### src/rtl/pipeline_sequencer.sv
// Run/step/halt sequencer for the 5-stage pipeline: hazard stalls, redirects, debug commands, halt drain.
// Latency: enables/flush combinational from inputs; state, halted, cycle_count registered (commands act next cycle).
// Backpressure: cmd_ready low during STEP and DRAIN; a halt taken in RUN drops any same-cycle command.
module pipeline_sequencer #(
    parameter int DRAIN_CYCLES = 4,
    parameter int CNT_W        = 32
) (
    input  logic             clk,
    input  logic             rst_n,
    input  logic             cmd_valid,
    input  logic [1:0]       cmd,
    output logic             cmd_ready,
    input  logic             halt_op,
    input  logic             id_ex_mem_read,
    input  logic [4:0]       id_ex_rt,
    input  logic [4:0]       if_id_rs,
    input  logic [4:0]       if_id_rt,
    input  logic             redirect,
    output logic             pc_enable,
    output logic             if_id_write,
    output logic             if_id_flush,
    output logic             ctrl_enable,
    output logic             stage_enable,
    output logic [2:0]       state,
    output logic             halted,
    output logic [CNT_W-1:0] cycle_count
);

    localparam logic [2:0] S_IDLE   = 3'b000;
    localparam logic [2:0] S_RUN    = 3'b001;
    localparam logic [2:0] S_STEP   = 3'b010;
    localparam logic [2:0] S_DRAIN  = 3'b011;
    localparam logic [2:0] S_HALTED = 3'b100;

    localparam logic [1:0] C_RUN   = 2'b00;
    localparam logic [1:0] C_STEP  = 2'b01;
    localparam logic [1:0] C_PAUSE = 2'b10;
    localparam logic [1:0] C_CLEAR = 2'b11;

    localparam logic [3:0] DRAIN_LOAD = 4'(DRAIN_CYCLES - 1);

    logic [2:0] state_nxt;
    logic [3:0] drain_cnt;
    logic       active;
    logic       stall;
    logic       halt_take;
    logic       cmd_acc;
    logic       cmd_eff;
    logic       clear_eff;
    logic       counting;

    assign active    = (state == S_RUN) || (state == S_STEP);
    assign stall     = id_ex_mem_read && (id_ex_rt != 5'd0) &&
                       ((id_ex_rt == if_id_rs) || (id_ex_rt == if_id_rt));
    assign halt_take = active && !stall && halt_op;
    assign cmd_ready = (state == S_IDLE) || (state == S_RUN) || (state == S_HALTED);
    assign cmd_acc   = cmd_valid && cmd_ready;
    // A halt taken this cycle swallows whatever command was accepted alongside it.
    assign cmd_eff   = cmd_acc && !halt_take;
    assign clear_eff = cmd_eff && (cmd == C_CLEAR);
    assign counting  = active || (state == S_DRAIN);
    assign halted    = (state == S_HALTED);

    always_comb begin
        pc_enable    = 1'b0;
        if_id_write  = 1'b0;
        if_id_flush  = 1'b0;
        ctrl_enable  = 1'b0;
        stage_enable = 1'b0;
        if (active) begin
            if (stall || halt_op) begin
                stage_enable = 1'b1;
            end else begin
                pc_enable    = 1'b1;
                if_id_write  = 1'b1;
                ctrl_enable  = 1'b1;
                stage_enable = 1'b1;
                if_id_flush  = redirect;
            end
        end else if (state == S_DRAIN) begin
            stage_enable = 1'b1;
        end
        if (clear_eff) begin
            if_id_flush = 1'b1;
        end
    end

    always_comb begin
        state_nxt = state;
        case (state)
            S_IDLE: begin
                if (cmd_eff && (cmd == C_RUN))  state_nxt = S_RUN;
                if (cmd_eff && (cmd == C_STEP)) state_nxt = S_STEP;
            end
            S_RUN: begin
                if (halt_take) begin
                    state_nxt = S_DRAIN;
                end else if (cmd_eff && ((cmd == C_PAUSE) || (cmd == C_CLEAR))) begin
                    state_nxt = S_IDLE;
                end
            end
            S_STEP:   state_nxt = halt_take ? S_DRAIN : S_IDLE;
            S_DRAIN:  if (drain_cnt == 4'd0) state_nxt = S_HALTED;
            S_HALTED: if (clear_eff) state_nxt = S_IDLE;
            default:  state_nxt = S_IDLE;
        endcase
    end

    always_ff @(posedge clk or negedge rst_n) begin
        if (!rst_n) begin
            state       <= S_IDLE;
            drain_cnt   <= 4'd0;
            cycle_count <= '0;
        end else begin
            state <= state_nxt;
            if (halt_take) begin
                drain_cnt <= DRAIN_LOAD;
            end else if ((state == S_DRAIN) && (drain_cnt != 4'd0)) begin
                drain_cnt <= drain_cnt - 4'd1;
            end
            if (clear_eff) begin
                cycle_count <= '0;
            end else if (counting && (cycle_count != '1)) begin
                cycle_count <= cycle_count + CNT_W'(1);
            end
        end
    end

endmodule

### config.mk
export PLATFORM = sky130hd
export DESIGN_NAME = pipeline_sequencer
export DESIGN_NICKNAME = d
export VERILOG_FILES = /design/src/rtl/pipeline_sequencer.sv
export SDC_FILE = /design/constraint.sdc
export NUM_CORES = 1
export LEC_CHECK = 0
export ABC_AREA = 0
export BUFFER_PORTS_ARGS = -buffer_cell sky130_fd_sc_hd__buf_4
export CAP_MARGIN = 30
export CELL_PAD_IN_SITES_DETAIL_PLACEMENT = 0
export CELL_PAD_IN_SITES_GLOBAL_PLACEMENT = 1
export CORE_MARGIN = 2
export CORE_UTILIZATION = 40
export DETAILED_ROUTE_END_ITERATION = 6
export PLACE_DENSITY = 0.84
export SLEW_MARGIN = 10
export SYNTH_ARGS = -nofsm -noshare
export SYNTH_HDL_FRONTEND = slang
export SYNTH_SLANG_ARGS = --single-unit
### constraint.sdc
create_clock -name clk -period 2.6 [get_ports clk]
set_input_delay 0.39 -clock clk [delete_from_list [all_inputs] [get_ports clk]]
set_output_delay 0.39 -clock clk [all_outputs]
set_load 0.005 [all_outputs]
======== Word level (Yosys, flattened, before mapping) ========
Index checks and enable logic that the tools add are counted.
operators by class
  add/subtract/negate cells ............... 2
  equality and inequality tests ........... 14
  muxes and demuxes ....................... 19
  reductions and logical operators ........ 29
operators by type and width
  cell                     number
  $mux W32                 2
  $add A32 B1 Y32 const B  1
  $ne A32 B32 Y1 const B   1
  $mux W3                  6
  $pmux W3 S5              1
  $logic_and A1 B1 Y1      12
  $eq A5 B5 Y1             2
  $mux W4                  2
  $logic_or A1 B1 Y1       7
  $mux W1                  7
  $eq A3 B2 Y1 const B     2
  $reduce_bool A5 Y1       1
  $eq A2 B2 Y1 const B     2
  $logic_not A4 Y1         1
  $ne A2 B1 Y1 const B     2
  $reduce_and A4 Y1        1
  $reduce_bool A2 Y1       2
  $reduce_bool A4 Y1       1
  $sub A4 B1 Y4 const B    1
  $eq A3 B1 Y1 const B     1
  $eq A3 B3 Y1 const B     1
  $logic_not A3 Y1         1
  $ne A3 B1 Y1 const B     1
  $ne A3 B2 Y1 const B     1
  4 further kinds          5
word-level totals
  bits in registers ....................... 39
  input bits .............................. 23
  output and inout bits ................... 42
  logic and storage cells ................. 67

======== Longest topological paths before layout ========
  depth after elaboration ................. 12
  mapped depth ............................ 8

======== Worst setup path before layout ========
No wires, ideal clock.
  path kind ............................... reg-to-reg
  from .................................... register cycle_count[0]
  to ...................................... register cycle_count[17]
  setup time .............................. 87 ps
  arrival time ............................ 2002 ps
  required time ........................... 2513 ps
  slack ................................... 511 ps
  stages on the path, launching flop included .. 8
  buffers on the path ..................... 1
  clock period less this slack ............ 2089 ps
  path through ............................ dfrtp_1 ha_1 nand4_1 nor3_2 and3_1 buf_4 or4_2 a22oi_1
between the ends
  cells in the longest elaborated chain, start to end .. 3
  elaborated cells between the ends (all ways) .. 6
  classes of those cells .................. add/sub (1); eq/ne (1); mux (2); reduce/logical (2)
ends and longest elaborated chain
  what                                               line      RTL
  from (decl)                                        26        output logic [CNT_W-1:0] cycle_count
  from (signal assigned)                             124       cycle_count <= cycle_count + CNT_W'(1);
  $add A32 B1 Y32 or $ne A32 B32 Y1 (tied branches)  124, 123
  $mux W32 or $logic_and A1 B1 Y1 (tied branches)    123       end else if (counting && (cycle_count != '1)) begin
  $mux W32 or $reduce_bool A2 Y1 (tied branches)     n/a
Several ways; a longest one is shown, not always the timed one. The select of a mux whose other input is x is not followed.
A chain may end at the register's enable or synchronous reset.

======== Worst setup path in the final report ========
  from .................................... register cycle_count[0]
  to ...................................... register cycle_count[18]
Same word-level chain as after synthesis.

==> reports/results.txt <==
Leak - 1.46 nW
area delta synth->final - 25.5%
YS warnings - 0
latest clock arrival within the worst-skew pair - 0.29 ns
internal power - 1.43 mW
maximum capacitance violations - 0
CP max FO - 6
Req. time, crit path - 2.76 ns
share of cells above drive strength 1 - 30.7%
relative slew slack - 51.3%
Post-Synth Simple-Gate Area - 24.9%
Yosys cell types - 53
clock tree sinks - 39
Chip Width - 84.7 um
number of global-route vias before repair - 2,333
Synth area leaders - dfrtp_1, a22oi_1, xor2_1
drt initial violations - 81
Fin. Hold Viols - 0
total global routing overflow - 0
M1 wire length - 3160 um
Synth Instances - 277
asr flop ratio synth - 100%
unrepaired setup endpoints after global routing - false
syn_nets - 303
DPL Wire Length - 4750 um
Final Max Slew Viols - 0
initial antenna violation count - 0
Top Metal Used - met4
maximum vdd ir drop - 0.000448 V
detailed-route via count - 2,381
global-route wire length before repair - 11,600 um
Worst-path clk slew - 0.07 ns
WS Path Type - reg2reg
Peak Freq - 0.450 GHz
sequential fraction of the synthesis area - 37.5%
XOR/XNOR Fraction of Synth Area - 8.36%
WL met2 - 3130 um
drt first pass iters - 4
Gate power share - 44.2%
critical path arrival - 2.38 ns
compound-cell area share of the yosys netlist - 22.0%
Slew @ Worst Pin - 0.729 ns
Clk Tree Root Cell - clkbuf_8
final instance count without filler cells - 422
Layout Nets - 370
CP startpoint kind - register
Starting Density - 41.2%
outcome - finished, final reports clean
Row Count - 29
DR WL/cell - 15.8 um
Setup Fix Bufs, Post-CTS - 0
Cell Area, Synth - 0.00260 mm2
Critical Path End Type - register
H-tree depth reported by CTS - 2
predominant post-synthesis flop cell - dfrtp_1
Net Sw Power - 0.959 mW
Post-Route WL - 6660 um
EDFF count, synth - 0
most frequent cell after synthesis - dfrtp_1
placed cell count - 414
post-synthesis mux area share - 0%
Post-synth top cells - dfrtp_1, nand2_1, a22oi_1
Clock power frac - 16.9%
PwrDens - 731 mW/mm2
min-delay worst type - in2async
largest family of logic cells by synthesized area - simple AND/OR/NAND/NOR gates
Die ar. - 0.00717 mm2
largest net degree at the start of global routing - 40
Setup violations, final - 0
Max Clock Skew - 0.00566 ns
# port buffers - 64
Synth area leader - dfrtp_1
# IOs - 65
switching share of power - 40.1%
Post-route DRC - 0
post-cts resize count - 0
CTS Hold Bufs - 0
core footprint - 0.00631 mm2
DR vias/cell - 5.64
Flop pwr share - 39.0%
clock buffer depth - 2
final setup TNS - 0 ns
DRT antenna net count - 0
TritonCTS buffer count - 5
met3 WL - 279 um
chip height - 84.7 um
gr usage total - 19.6%
proportion of netlist area held by the largest area contributor - 37.5%
antenna cells - 0
#FFs+latches synth - 39
ratio of final minimum period to clock period - 85.5%
Mapped Avg Cell Area - 9.40 um2
min cycle time layout - 2.22 ns
CTS tree - built
Placer Congestion - 0.757
Synth Area in Adders - 1.44%
critical path, stage by stage (launching register included):
cell	delay, ns
dfrtp_1	0.41
ha_1	0.27
nand4_1	0.26
or4_4	0.61
a311oi_1	0.33
xnor2_1	0.16
a21oi_1	0.06
power by group through the flow:
| stage | logic [mW] | registers, mW | clock network (mW) |
|---|---|---|---|
| 6_report | 1.05 | 0.931 | 0.403 |
| 5_1_grt | 1.19 | 0.963 | 0.440 |
| 4_1_cts | 1.06 | 0.931 | 0.415 |
| 3_5_place_dp | 1.06 | 0.942 | 0 |
| 3_3_place_gp | 1.05 | 0.937 | 0 |
| 2_1_floorplan | 0.601 | 0.920 | 0 |
registers in the layout (all words and copies together) (netlist names):
| register | count |
|---|---|
| cycle_count | 32 |
| state | 3 |
| drain_cnt | 4 |
stage by stage:
stage                     hold slack [ns]  cell area [um2]  worst slack [ns]  util [%]  total power, mW
after global placement              0.403             3190             0.462      50.5             1.98
after global routing                0.108             3270             0.209      51.7             2.59
after CTS                          0.0850             3270             0.386      51.7             2.41
after detailed placement            0.404             3190             0.408      50.5             2.00
final                              0.0708             3270             0.378      51.7             2.39
after floorplan                    0.0944             2600             0.511         -             1.52
area by class of cell:
type | count | area (um2)
clock buffer | 7 | 76.3
clock inverter | 1 | 5.00
fill | 634 | 3050
inverter | 9 | 33.8
multi-input combinational | 212 | 1490
sequential | 39 | 976
tap | 77 | 96.3
timing repair buffer | 77 | 591
cells in the final DEF (no fill, tap or decap), drive strengths merged, types with 2 or more instances in the layout:
cell,n
a21oi,13
a22oi,22
a311oi,3
a31oi,4
and2,2
and3,3
and4,2
buf,77
clkbuf,7
dfrtp,39
ha,3
inv,9
nand2,22
nand3,9
nand3b,2
nand4,12
nor2,12
nor3,8
nor4,4
o2111ai,3
o21ai,15
o31ai,9
or2,2
or3,12
or4,14
xnor2,10
xor2,14
metal layers:
layer / vias up / track usage [%]
li1: 1187 / -
met1: 1129 / 27.8
met2: 57 / 31.4
met3: 8 / 3.54
met4: 0 / 4.62
met5: - / 0
cells by family after synthesis:
group	Yosys count
AOI/OAI and AO/OA	79
adders and majority gates	3
buffers and inverters	26
and+or+nand+nor	106
xor gates and xnor gates	24
DFF	39
path summary, 6_finish.rpt:
check / start / end / slack, ns / cells past startpoint
worst max-delay path: cycle_count[0]$_DFFE_PN0P_ / cycle_count[18]$_DFFE_PN0P_ / 0.38 / 6
worst min-delay path: rst_n / drain_cnt[2]$_DFFE_PN0P_ / 0.07 / 1
worst max register to register: cycle_count[0]$_DFFE_PN0P_ / cycle_count[18]$_DFFE_PN0P_ / 0.38 / 6
worst min register to register: drain_cnt[0]$_DFFE_PN0P_ / drain_cnt[0]$_DFFE_PN0P_ / 0.55 / 2
max in group asynchronous: rst_n / cycle_count[12]$_DFFE_PN0P_ / 2.18 / 1
min in group clk: cmd_valid / state[1]$_DFFE_PN0P_ / 0.38 / 3
No activity file was read; power rests on OpenSTA's default activity.
